### src/rtl/compare_swap_pipe.sv
// compare_swap_pipe: pipelined compare-and-swap element.
// Each operand is split into PARTS chunks. The chunks are compared one per stage,
// most significant chunk first, and the less-than/equal flags are carried from
// stage to stage. The final stage routes the operands into min/max order.
// Optional feature macro: COMPARE_SWAP_SIGNED_EN (two's complement comparison).
module compare_swap_pipe #(
    parameter int unsigned WIDTH = 32,
    parameter int unsigned PARTS = 2
) (
    input  logic             clk,
    input  logic             rst,
    input  logic             in_valid,
    output logic             in_ready,
    input  logic [WIDTH-1:0] dinL,
    input  logic [WIDTH-1:0] dinR,
    input  logic             descend,
    output logic             out_valid,
    input  logic             out_ready,
    output logic [WIDTH-1:0] doutL,
    output logic [WIDTH-1:0] doutR,
    output logic             L_smaller,
    output logic             equal,
    output logic             swapped
);

    localparam int unsigned CW = WIDTH / PARTS;

    // One compare step on chunk k. Returns {lt, eq} with the incoming flags folded in.
    function automatic logic [1:0] cmp_step(
        input logic [WIDTH-1:0] a,
        input logic [WIDTH-1:0] b,
        input int unsigned      k,
        input logic             lt_in,
        input logic             eq_in
    );
        logic [CW-1:0] ca;
        logic [CW-1:0] cb;
        logic          borrow;
        ca = CW'(a >> (WIDTH - (k + 1) * CW));
        cb = CW'(b >> (WIDTH - (k + 1) * CW));
`ifdef COMPARE_SWAP_SIGNED_EN
        // Flipping the sign bit maps two's complement order onto unsigned order.
        if (k == 0) begin
            ca[CW-1] = ~ca[CW-1];
            cb[CW-1] = ~cb[CW-1];
        end
`endif
        borrow = 1'((({1'b0, ca} - {1'b0, cb}) >> CW));
        return {lt_in | (eq_in & borrow), eq_in & (ca == cb)};
    endfunction

    logic             enable_c;
    logic [WIDTH-1:0] fin_l;
    logic [WIDTH-1:0] fin_r;
    logic             fin_v;
    logic             fin_d;
    logic             fin_lt;
    logic             fin_eq;
    logic [1:0]       fin_flags_c;
    logic             swap_c;

    // Whole pipe advances together; it stalls only when a result waits at the output.
    assign enable_c = !out_valid || out_ready;
    assign in_ready = enable_c;

    generate
        if (PARTS == 1) begin : g_single
            // Single stage: the output register compares chunk 0 directly.
            assign fin_v  = in_valid;
            assign fin_l  = dinL;
            assign fin_r  = dinR;
            assign fin_d  = descend;
            assign fin_lt = 1'b0;
            assign fin_eq = 1'b1;
        end else begin : g_multi
            localparam int unsigned NS = PARTS - 1;

            logic [WIDTH-1:0] l_q  [NS];
            logic [WIDTH-1:0] r_q  [NS];
            logic             v_q  [NS];
            logic             d_q  [NS];
            logic             lt_q [NS];
            logic             eq_q [NS];
            logic [1:0]       flags_d [NS];

            // Flags produced by each intermediate stage from the previous stage's contents.
            always_comb begin
                flags_d = '{default: 2'b00};
                flags_d[0] = cmp_step(dinL, dinR, 0, 1'b0, 1'b1);
                for (int unsigned k = 1; k < NS; k++) begin
                    flags_d[k] = cmp_step(l_q[k-1], r_q[k-1], k, lt_q[k-1], eq_q[k-1]);
                end
            end

            // Intermediate stage registers; data only loads with a valid pair, bubbles pass as valid=0.
            always_ff @(posedge clk or posedge rst) begin
                if (rst) begin
                    for (int unsigned k = 0; k < NS; k++) begin
                        v_q[k]  <= 1'b0;
                        l_q[k]  <= '0;
                        r_q[k]  <= '0;
                        d_q[k]  <= 1'b0;
                        lt_q[k] <= 1'b0;
                        eq_q[k] <= 1'b0;
                    end
                end else if (enable_c) begin
                    v_q[0] <= in_valid;
                    if (in_valid) begin
                        l_q[0]  <= dinL;
                        r_q[0]  <= dinR;
                        d_q[0]  <= descend;
                        lt_q[0] <= flags_d[0][1];
                        eq_q[0] <= flags_d[0][0];
                    end
                    for (int unsigned k = 1; k < NS; k++) begin
                        v_q[k] <= v_q[k-1];
                        if (v_q[k-1]) begin
                            l_q[k]  <= l_q[k-1];
                            r_q[k]  <= r_q[k-1];
                            d_q[k]  <= d_q[k-1];
                            lt_q[k] <= flags_d[k][1];
                            eq_q[k] <= flags_d[k][0];
                        end
                    end
                end
            end

            assign fin_v  = v_q[NS-1];
            assign fin_l  = l_q[NS-1];
            assign fin_r  = r_q[NS-1];
            assign fin_d  = d_q[NS-1];
            assign fin_lt = lt_q[NS-1];
            assign fin_eq = eq_q[NS-1];
        end
    endgenerate

    // Last chunk compare and swap decision; equal operands never swap.
    always_comb begin
        fin_flags_c = cmp_step(fin_l, fin_r, PARTS - 1, fin_lt, fin_eq);
        swap_c      = fin_d ? fin_flags_c[1] : (!fin_flags_c[1] && !fin_flags_c[0]);
    end

    // Output stage: routed operands and pre-swap flags.
    always_ff @(posedge clk or posedge rst) begin
        if (rst) begin
            out_valid <= 1'b0;
            doutL     <= '0;
            doutR     <= '0;
            L_smaller <= 1'b0;
            equal     <= 1'b0;
            swapped   <= 1'b0;
        end else if (enable_c) begin
            out_valid <= fin_v;
            if (fin_v) begin
                doutL     <= swap_c ? fin_r : fin_l;
                doutR     <= swap_c ? fin_l : fin_r;
                L_smaller <= fin_flags_c[1];
                equal     <= fin_flags_c[0];
                swapped   <= swap_c;
            end
        end
    end

endmodule
### config.mk
export PLATFORM = sky130hd
export DESIGN_NAME = compare_swap_pipe
export DESIGN_NICKNAME = d
export VERILOG_FILES = /design/src/rtl/compare_swap_pipe.sv
export SDC_FILE = /design/constraint.sdc
export NUM_CORES = 1
export LEC_CHECK = 0
export CORE_ASPECT_RATIO = 0.6
export CORE_MARGIN = 3
export CORE_UTILIZATION = 40
export DETAILED_ROUTE_END_ITERATION = 8
export SLEW_MARGIN = 10
export SYNTH_ARGS = -nofsm -noshare
export SYNTH_HDL_FRONTEND = slang
export SYNTH_SLANG_ARGS = --single-unit
### constraint.sdc
create_clock -name clk -period 5.7 [get_ports clk]
set_input_delay 0.855 -clock clk [delete_from_list [all_inputs] [get_ports clk]]
set_output_delay 0.855 -clock clk [all_outputs]
set_load 0.02 [all_outputs]
==> qor.csv <==
stage,metric,value,unit
global_route,initial antenna violation count,0,
setup_path,kind of end point of the critical path,output port,
pwr,Pleak,3.93,nW
setup_path,CP required,4.85,ns
detailed_routing,drt via density,5.55,
floorplan,core box area,16800,um2
setup_path,CP top delay family,buffers and inverters,
yosys,Post-Syn Nets,769,
detailed_routing,routed length per instance,19.1,um
yosys,"Primary FF master, synth",dfrtp_1,
setup_path,Critical Path Stages,3,
timing,final setup violation count,0,
yosys,YS warnings,0,
clocking,Root Buffer,clkbuf_16,
global_route,GR met2 Demand/Resource,30.0,%
setup_path,Worst Path Max Fanout,6,
setup_path,Critical Path Start,out_ready,
global_route,Total Routing Usage GR,20.7,%
timing,Slew @ Worst Pin,1.13,ns
worst_hold_path,min-delay worst type,reg2reg,
floorplan,I/O pins,138,
floorplan,Die X,178,um
global_route,gr ovfl total,0,
outcome,status,completed,
clocking,"Clk Latency, worst-skew pair",0.41,ns
setup_path,critical-path cell list,"clkdlybuf4s50_1, nand2b_1, clkdlybuf4s50_1",
job,max-cap violations,0,
placement,pre-CTS WS,2.51,ns
clocking,clock sink count,136,
yosys,Synth cell types,33,
setup_path,worst path buffer plus inverter count,2,
setup_path,CP Capture Point,in_ready,
yosys,synthesized cell area,7080,um2
yosys,sequential-to-total area share from yosys stat,48.1,%
yosys,Synth Register Bits,136,
global_route,largest net degree at the start of global routing,131,
timing,Tmin final,3.09,ns
setup_path,Worst Setup Start Kind,input pin,
final_layout,Filler cells,1463,
clocking,CTS tree,yes,
setup_path,Arrival @ worst endpoint,2.24,ns
placement,GP Congestion,0.767,
setup_path,R2R Setup Slk,2.65,ns
global_route,met3 Resource Use GR,5.11,%
global_route,first-pass GRT wire length,31.3,mm
setup_path,Worst path max stage delay,0.67,ns
global_route,vias in the first global route,5715,
pwr,Max VDD drop,219,uV
final_layout,share of layout cells above drive strength 1,18.2,%
detailed_routing,DRC Markers,0,
floorplan,Starting Density,42.2,%
detailed_routing,final wirelength,19.3,mm
yosys,"EDFF count, synth",0,
pwr,power density over cell area,453,nW/um2
timing,slew margin rel.,24.5,%
yosys,syn avg cell area,10.6,um2
timing,setup_tns,0,ns
setup_path,CP Class,in2out,
detailed_routing,drt initial violations,506,
placement,number of port buffers,137,
final_layout,Total Nets Final,872,
yosys,Async SR Flop Fraction,100,%
clocking,"CTS clk-pin slew, worst paths",0.06,ns
timing,RSZ-0062 raised after global routing,false,
final_layout,Syn-to-layout area delta,29.6,%
setup_path,Critical-path top delay cell,clkdlybuf4s50_1,
timing,Clock Skew,0.0159,ns
setup_path,reg2reg path depth,8,
setup_path,Crit path top cell by count,clkdlybuf4s50_1,
floorplan,die span in y,109,um
clocking,Post-CTS Setup Inserts,0,
yosys,Gate Count Post-Synth,668,
clocking,CTS Buf Count,17,
timing,final hold violation count,0,
global_route,met1 usage,31.2,%
detailed_routing,antenna-violating nets left,0,
clocking,CTS Buffer Depth,2,
clocking,hold-fix buffer count after cts,0,
global_route,global routing's busiest layer,met1,
detailed_routing,1st-pass router iterations,7,
final_layout,# diodes,0,
floorplan,DIE AREA,19400,um2
setup_path,Reg-to-Reg End,doutL[30],
timing,period utilisation layout,54.3,%
placement,hpwl dp,12.3,mm
timing,Max Freq,0.323,GHz
clocking,H-tree depth,4,
clocking,post_cts resized,0,
detailed_routing,via total after detailed routing,5619,
floorplan,Rows,36,
setup_path,worst reg2reg path startpoint,fin_r[3],
placement,Post-Place Cell Area,8540,um2
timing,Slew Limit Fails,0,
final_layout,post-route design area,9170,um2
timing,PnR worst setup slack,2.61,ns
-- cells in the mapped netlist (all sizes together) (2+ instances only) --
cell     instances  area, um2
mux2            50        563
nand2          157        589
a21o             5       37.5
nand4            7       43.8
o21ai           22        110
o21a             3       22.5
nand3            2       10.0
buf             19        129
inv             35        131
and3             2       12.5
nor2             4       15.0
clkbuf          40        150
a21oi            9       45.0
ha              32        400
dfrtp          136       3400
o2111ai         64        561
nor2b            5       31.3
o211ai          65        733
-- worst min-delay path: stages, from the launching register on --
cell and delay, ns:
dfrtp_1 0.34, nand2_1 0.05, nand2_1 0.06
-- layout make-up --
type	instances	area, um2	share of cell area [%]
clock buffers	19	433	4.72
clock inverters	13	170	1.86
inverters	35	136	1.49
multi-input cells	438	3300	36.0
flip-flops and latches	136	3400	37.1
well taps	228	285	3.11
repair buffers	143	1440	15.7
-- registers in the layout, summed over array words and instances (netlist names) --
signal     count
fin_r         32
fin_v          1
fin_d          1
doutL         32
doutR         32
L_smaller      1
fin_lt         1
swapped        1
out_valid      1
equal          1
fin_l         32
fin_eq         1
-- power by group --
group          internal [mW]  total [mW]  switching [mW]
Combinational          0.689        1.53           0.843
Sequential              1.25        1.49           0.239
Clock                  0.694        1.13           0.437
-- logic make-up after synthesis --
logic type | synth area share [%]
AND/OR/NAND/NOR | 10.3
AO/OA/AOI/OAI | 22.2
flip-flops | 48.1
buffers and inverters | 5.80
multiplexers | 7.96
adder cells (fa/ha/maj) | 5.66
-- through the flow --
stage / utilization, % / power, mW / cells / hold slack [ns]
4_1_cts: 54.5 / 4.18 / 1011 / 0.479
3_3_place_gp: 50.9 / 2.99 / 979 / 0.467
5_1_grt: 54.7 / 4.38 / 1012 / 0.513
3_5_place_dp: 50.9 / 3.03 / 979 / 0.463
2_1_floorplan: - / 2.35 / 668 / 0.451
6_report: 54.7 / 4.15 / 1012 / 0.476
-- cells in the final DEF, fill, tap and decap left out, types with 3 or more instances in the layout --
| master | n |
|---|---|
| o211ai_1 | 16 |
| inv_1 | 34 |
| nand4_1 | 7 |
| nor2b_1 | 5 |
| dfrtp_1 | 136 |
| clkdlybuf4s50_1 | 137 |
| bufinv_16 | 3 |
| clkbuf_16 | 17 |
| o21ai_0 | 21 |
| o2111ai_1 | 64 |
| clkinvlp_4 | 3 |
| o211ai_2 | 49 |
| nor2_1 | 4 |
| ha_1 | 32 |
| a21o_1 | 4 |
| a21oi_1 | 9 |
| nand2_1 | 155 |
| inv_6 | 4 |
| clkinv_4 | 3 |
| mux2_2 | 50 |
| buf_4 | 5 |
-- per-layer routing --
metal,wire [um],vias up
met5,0,-
met4,142,0
met3,1260,14
met2,8240,174
met1,9650,2795
li1,-,2636
-- worst min path at each step --
stage / from / to / slack (ns) / cells after the start
after detailed placement: L_smaller / L_smaller / 0.46 / 2
after CTS: L_smaller / L_smaller / 0.48 / 2
final: L_smaller / L_smaller / 0.48 / 2
after floorplan: fin_v / out_valid / 0.45 / 2
after global placement: L_smaller / L_smaller / 0.47 / 2
after global routing: doutL[13] / doutL[13] / 0.51 / 2
No activity file was read; power rests on OpenSTA's default activity.
